==> config.mk <==
export PLATFORM = sky130hd
export DESIGN_NAME = dff_pipe_elastic_flat
export DESIGN_NICKNAME = d
export VERILOG_FILES = /design/src/rtl/dff_pkg.sv /design/src/rtl/dff_pipe_elastic_if.sv /design/src/rtl/dff_pipe_stage.sv /design/src/rtl/dff_pipe_elastic.sv /design/src/flat_wrapper.sv
export SDC_FILE = /design/constraint.sdc
export NUM_CORES = 1
export LEC_CHECK = 0
export CAP_MARGIN = 0
export CORE_ASPECT_RATIO = 1.5
export CORE_MARGIN = 5
export CORE_UTILIZATION = 45
export DETAILED_ROUTE_END_ITERATION = 6
export GPL_TIMING_DRIVEN = 1
export HOLD_SLACK_MARGIN = 0.08
export MAX_ROUTING_LAYER = met4
export PLACE_DENSITY_LB_ADDON = 0.2
export SYNTH_ARGS = -nofsm -noshare
export SYNTH_HDL_FRONTEND = slang
export SYNTH_SLANG_ARGS = --single-unit
export TNS_END_PERCENT = 5
==> constraint.sdc <==
create_clock -name clk -period 4 [get_ports clk]
set_input_delay 0.6 -clock clk [delete_from_list [all_inputs] [get_ports clk]]
set_output_delay 0.6 -clock clk [all_outputs]
set_load 0.1 [all_outputs]
==> src/rtl/dff_pkg.sv <==
// Shared definitions for the elastic register pipeline.
//   occ_width(depth) : bits needed to count 0..depth valid stages
//   RESET_VAL_DEFAULT: data value loaded into every stage by async_reset
package dff_pkg;

    localparam int unsigned RESET_VAL_DEFAULT = 0;

    // Counter width able to represent 0..depth inclusive.
    function automatic int unsigned occ_width(input int unsigned depth);
        return $clog2(depth + 1);
    endfunction

endpackage

==> src/rtl/dff_pipe_elastic_if.sv <==
// Valid/ready/data channel used on both sides of the elastic pipeline.
//   valid : producer has a word on data
//   ready : consumer accepts data this cycle
//   data  : WIDTH-bit payload
//   master: producer view, slave: consumer view
interface dff_pipe_elastic_if #(
    parameter int unsigned WIDTH = 8
);
    logic             valid;
    logic             ready;
    logic [WIDTH-1:0] data;

    modport master (output valid, output data, input ready);
    modport slave  (input valid, input data, output ready);
endinterface

==> src/rtl/dff_pipe_stage.sv <==
// One elastic pipeline stage: a valid bit plus WIDTH data bits.
//   clk, async_reset : rising-edge clock, async active-high clear to {0, RESET_VAL}
//   clr              : synchronous flush of the valid bit (data kept)
//   load             : stage may take v_in/d_in this edge
//   v_in, d_in       : incoming valid/data from the previous stage or the input
//   v_q, d_q         : stage contents
module dff_pipe_stage
    import dff_pkg::*;
#(
    parameter int unsigned      WIDTH     = 8,
    parameter logic [WIDTH-1:0] RESET_VAL = WIDTH'(RESET_VAL_DEFAULT)
) (
    input  logic             clk,
    input  logic             async_reset,
    input  logic             clr,
    input  logic             load,
    input  logic             v_in,
    input  logic [WIDTH-1:0] d_in,
    output logic             v_q,
    output logic [WIDTH-1:0] d_q
);

    logic             v_d;
    logic [WIDTH-1:0] d_d;

    // Data only moves when a real word arrives, so bubbles never toggle the data flops.
    always_comb begin
        v_d = v_q;
        d_d = d_q;
        if (clr) begin
            v_d = 1'b0;
        end else if (load) begin
            v_d = v_in;
            if (v_in) begin
                d_d = d_in;
            end
        end
    end

    always_ff @(posedge clk or posedge async_reset) begin
        if (async_reset) begin
            v_q <= 1'b0;
            d_q <= RESET_VAL;
        end else begin
            v_q <= v_d;
            d_q <= d_d;
        end
    end

endmodule

==> src/rtl/dff_pipe_elastic.sv <==
// DEPTH-stage, WIDTH-bit elastic register pipeline with valid/ready on both sides.
//   clk, async_reset : rising-edge clock, asynchronous active-high reset
//   sync_clr         : drops all in-flight words at the next edge, blocks input this cycle
//   up (slave)       : in_valid / in_ready / in_data
//   dn (master)      : out_valid / out_ready / out_data, driven straight from the last stage
//   occupancy        : number of valid stages, present only when DFF_PIPE_OCC_EN is defined
module dff_pipe_elastic
    import dff_pkg::*;
#(
    parameter int unsigned      WIDTH     = 8,
    parameter int unsigned      DEPTH     = 3,
    parameter logic [WIDTH-1:0] RESET_VAL = WIDTH'(RESET_VAL_DEFAULT)
) (
    input  logic                clk,
    input  logic                async_reset,
    input  logic                sync_clr,
    dff_pipe_elastic_if.slave   up,
    dff_pipe_elastic_if.master  dn
`ifdef DFF_PIPE_OCC_EN
    ,
    output logic [occ_width(DEPTH)-1:0] occupancy
`endif
);

    logic [DEPTH-1:0] v;
    logic [WIDTH-1:0] d [DEPTH];
    logic [DEPTH-1:0] rdy;
    logic             in_ready;

    // A stage can load if downstream accepts or any stage from here to the output is a bubble.
    for (genvar i = 0; i < DEPTH; i++) begin : g_rdy
        assign rdy[i] = dn.ready | ~(&v[DEPTH-1:i]);
    end

    assign in_ready = rdy[0] & ~sync_clr;
    assign up.ready = in_ready;

    for (genvar i = 0; i < DEPTH; i++) begin : g_stage
        logic             v_in;
        logic [WIDTH-1:0] d_in;

        if (i == 0) begin : g_head
            assign v_in = up.valid;
            assign d_in = up.data;
        end else begin : g_body
            assign v_in = v[i-1];
            assign d_in = d[i-1];
        end

        dff_pipe_stage #(
            .WIDTH     (WIDTH),
            .RESET_VAL (RESET_VAL)
        ) u_stage (
            .clk         (clk),
            .async_reset (async_reset),
            .clr         (sync_clr),
            .load        (rdy[i]),
            .v_in        (v_in),
            .d_in        (d_in),
            .v_q         (v[i]),
            .d_q         (d[i])
        );
    end

    assign dn.valid = v[DEPTH-1];
    assign dn.data  = d[DEPTH-1];

`ifdef DFF_PIPE_OCC_EN
    localparam int unsigned OCC_W = occ_width(DEPTH);

    logic [OCC_W-1:0] occ_q;
    logic [OCC_W-1:0] occ_d;
    logic             in_xfer;
    logic             out_xfer;

    // Word-count tracker; flush beats any concurrent transfer.
    always_comb begin
        in_xfer  = up.valid & in_ready;
        out_xfer = v[DEPTH-1] & dn.ready;
        occ_d    = occ_q;
        if (sync_clr) begin
            occ_d = '0;
        end else if (in_xfer && !out_xfer) begin
            occ_d = occ_q + OCC_W'(1);
        end else if (!in_xfer && out_xfer) begin
            occ_d = occ_q - OCC_W'(1);
        end
    end

    always_ff @(posedge clk or posedge async_reset) begin
        if (async_reset) begin
            occ_q <= '0;
        end else begin
            occ_q <= occ_d;
        end
    end

    assign occupancy = occ_q;
`endif

endmodule
==> src/flat_wrapper.sv <==
// flat-port wrapper written by rule: the top's interface ports become plain ports
module dff_pipe_elastic_flat import dff_pkg::*;
#(
    parameter int unsigned      WIDTH     = 8,
    parameter int unsigned      DEPTH     = 3,
    parameter logic [WIDTH-1:0] RESET_VAL = WIDTH'(RESET_VAL_DEFAULT)
)
  (clk, async_reset, sync_clr, up_valid, up_data, up_ready, dn_valid, dn_data, dn_ready);
  dff_pipe_elastic_if #(.WIDTH(WIDTH)) up_i ();
  dff_pipe_elastic_if #(.WIDTH(WIDTH)) dn_i ();
  input  logic clk;
  input  logic async_reset;
  input  logic sync_clr;
  input wire logic [$bits(up_i.valid)-1:0] up_valid;
  input wire logic [$bits(up_i.data)-1:0] up_data;
  output wire logic [$bits(up_i.ready)-1:0] up_ready;
  output wire logic [$bits(dn_i.valid)-1:0] dn_valid;
  output wire logic [$bits(dn_i.data)-1:0] dn_data;
  input wire logic [$bits(dn_i.ready)-1:0] dn_ready;
  assign up_i.valid = up_valid;
  assign up_i.data = up_data;
  assign up_ready = up_i.ready;
  assign dn_valid = dn_i.valid;
  assign dn_data = dn_i.data;
  assign dn_i.ready = dn_ready;
  dff_pipe_elastic #(.WIDTH(WIDTH), .DEPTH(DEPTH), .RESET_VAL(RESET_VAL)) u_core (.clk(clk), .async_reset(async_reset), .sync_clr(sync_clr), .up(up_i), .dn(dn_i));
endmodule
==> impl_metrics.yaml <==
outcome:
  status: "completed"
routing:
  via_per_inst: 5.246
  first_pass_iters: 2
  drt_iter0_drc: 6
  drcViolationCount: 0
  detail_route.wirelength_um: 1637
  ant_nets: 0
  post_drt_wl_per_cell_um: 14.36
  route.vias.total: 598
setup_path:
  critPathTopFamily: "buffers and inverters"
  cp.required_ps: 3400
  worstSetupStartpointType: "flop"
  worstPathCellList: "clkdlybuf4s50_1"
  path_max_fanout: 3
  end_kind: "output port"
  critical_path.max_stage_delay_ps: 1140
  cp.arrival_ps: 1840
  path_buf_inv: 1
  crit_type: "flop to output port"
  crit_path_top_delay_cell: "clkdlybuf4s50_1"
clock_tree:
  cts_buffer_depth: 2
  cts_tree: "done"
  cts_resized: 0
  htreeDepth: 1
  clk_pin_slew_ps: 130
  numCtsBuffers: 3
  clock_latency_ps: 300
  clock-sinks: 27
  post_cts_buffers: 0
  cts-root-buf: "clkbuf_4"
  cts_hold_buf: 0
logic_synthesis:
  syn_nets: 80
  yosysSeqAreaShare_pct: 62.21
  netlist_area_um2: 1086
  yosysWarnings: 0
  yosysTopAreaCellShare_pct: 62.21
  syn_avg_cell_area_um2: 16.21
  synth_cells: 67
  netlist_top_cells_area: "dfrtp_1, mux2_2, mux2_4"
  yosys.area.top_type: "dfrtp_1"
  ys_ff_latch: 27
  yosys.cell_types.count: 13
finish:
  final_cell_area_um2: 1336
  area_delta_synth_final_pct: 23.04
  drive_gt1_share_pct: 32.97
  fin_nets: 105
  n_antenna_cell: 0
  register_area_um2: 675.6
  final_cell_mix: "dfrtp_1, clkdlybuf4s50_1, mux2_2, mux2_4"
  fin_cells: 114
  multiInputGateArea_um2: 376.6
  fillers: 198
  mostFrequentLayoutCell: "dfrtp_1"
sta:
  skew_ps: 2.231
  whs_ps: 515.1
  fin_crit_ps: 2435
  finalHoldViolCount: 0
  setup_tns_ps: 0
  clock.fmax_mhz: 410.6
  finalCritPeriodShare_pct: 60.89
  setup_viol: 0
  tightest_slew_ps: 996.3
  relSlewSlack_pct: 33.51
  rsz0062_at_grt: "no"
  finalMaxSlewViolations: 0
floorplan:
  num_rows: 21
  dieArea_um2: 3516
  die_h_um: 70.17
  initial_core_util_pct: 47.51
  die_x_um: 50.11
  io_pins: 23
  core_area_um2: 2286
placement:
  place_inst: 110
  portBuffers: 22
  postPlaceCellArea_um2: 1310
  gp_congestion: 0.6463
power_and_ir_drop:
  power_w: 0.0009343
  pwr_density_cell_nw_per_um2: 699.2
  ir_drop_mv: 0.3941
  p_leak_nw: 0.6054
global_route:
  grt_first_pass_wirelength_um: 2904
  grt_max_degree: 28
  gr-usage-met2_pct: 17.48
  antenna_found_initial: 0
  grt.met1_usage_pct: 12.97
  met3_usage_pct: 2.128
  grt_use_total_pct: 10.83
  busiest_layer: "met2"
  grt_pass1_vias: 634
  overflow: 0
job:
  maxCapViolations: 0
hold_path:
  hp-class: "flop to flop"
==> state kept, by name, summed over array words and instances, names as in the netlist <==
signal                      cells
u_core.g_stage.u_stage.v_q      3
u_core.g_stage.u_stage.d_q     24
==> power by group <==
part | switching [W] | internal [W] | total, W | leakage [nW]
Sequential | 0.0000351 | 0.000342 | 0.000377 | 0.327
Combinational | 0.000308 | 0.000141 | 0.000448 | 0.264
Clock | 0.0000699 | 0.0000388 | 0.000109 | 0.0150
Total | 0.000412 | 0.000522 | 0.000934 | 0.605
==> cells by family after synthesis <==
| logic type | count (synthesis) | share of synthesized area [%] |
|---|---|---|
| AND/OR/NAND/NOR | 8 | 5.185 |
| flip-flops | 27 | 62.21 |
| multiplexers | 24 | 27.65 |
| AO/OA/AOI/OAI | 3 | 1.843 |
| buffers and inverters | 5 | 3.110 |
==> metal layers <==
metal	routed length [um]	vias up
met1	708	301
met2	826	12
met4	19	0
met5	0	-
met3	83	2
li1	-	283
==> worst paths after layout <==
path,end,start,cells past startpoint,slack [ps]
min,u_core.g_stage[0].u_stage.d_q[4]$_DFFE_PP0P_,u_core.g_stage[0].u_stage.d_q[4]$_DFFE_PP0P_,1,520
max reg2reg,u_core.g_stage[2].u_stage.d_q[7]$_DFFE_PP0P_,u_core.g_stage[2].u_stage.v_q$_DFFE_PP0P_,3,2380
min in group asynchronous,u_core.g_stage[0].u_stage.v_q$_DFFE_PP0P_,async_reset,2,810
max,dn_valid,u_core.g_stage[2].u_stage.v_q$_DFFE_PP0P_,1,1560
min reg2reg,u_core.g_stage[0].u_stage.d_q[4]$_DFFE_PP0P_,u_core.g_stage[0].u_stage.d_q[4]$_DFFE_PP0P_,1,520
max in group asynchronous,u_core.g_stage[1].u_stage.d_q[6]$_DFFE_PP0P_,async_reset,2,2590
==> worst register-to-register path, cell delays in order, from the launching register on <==
cell	delay (ps)
dfrtp_1	420
nor2b_4	140
or3b_1	580
mux2_4	380
==> per-stage QoR <==
stage               setup WS (ps)  util (%)
floorplan                   996.1         -
global placement             1700     57.31
detailed placement           1654     57.31
CTS                          1542     58.46
global route                 1489     58.46
finish                       1565     58.46
==> synth_stat cells <==
cell type / count
dfrtp_1: 27
buf_6: 2
mux2_2: 16
nor2b_1: 1
nand4b_1: 1
nand3b_1: 1
a21oi_1: 2
a211o_2: 1
nor2b_4: 1
or3b_1: 1
inv_1: 3
nor2_1: 3
mux2_4: 8
==> area by class of cell <==
class / instances / area share (%)
Clock buffer: 4 / 1.966
Inverter: 3 / 0.8427
Multi-Input combinational cell: 35 / 28.18
Sequential cell: 27 / 50.56
Tap cell: 23 / 2.154
Timing Repair Buffer: 22 / 16.29
(Power assumes the default switching activity.)
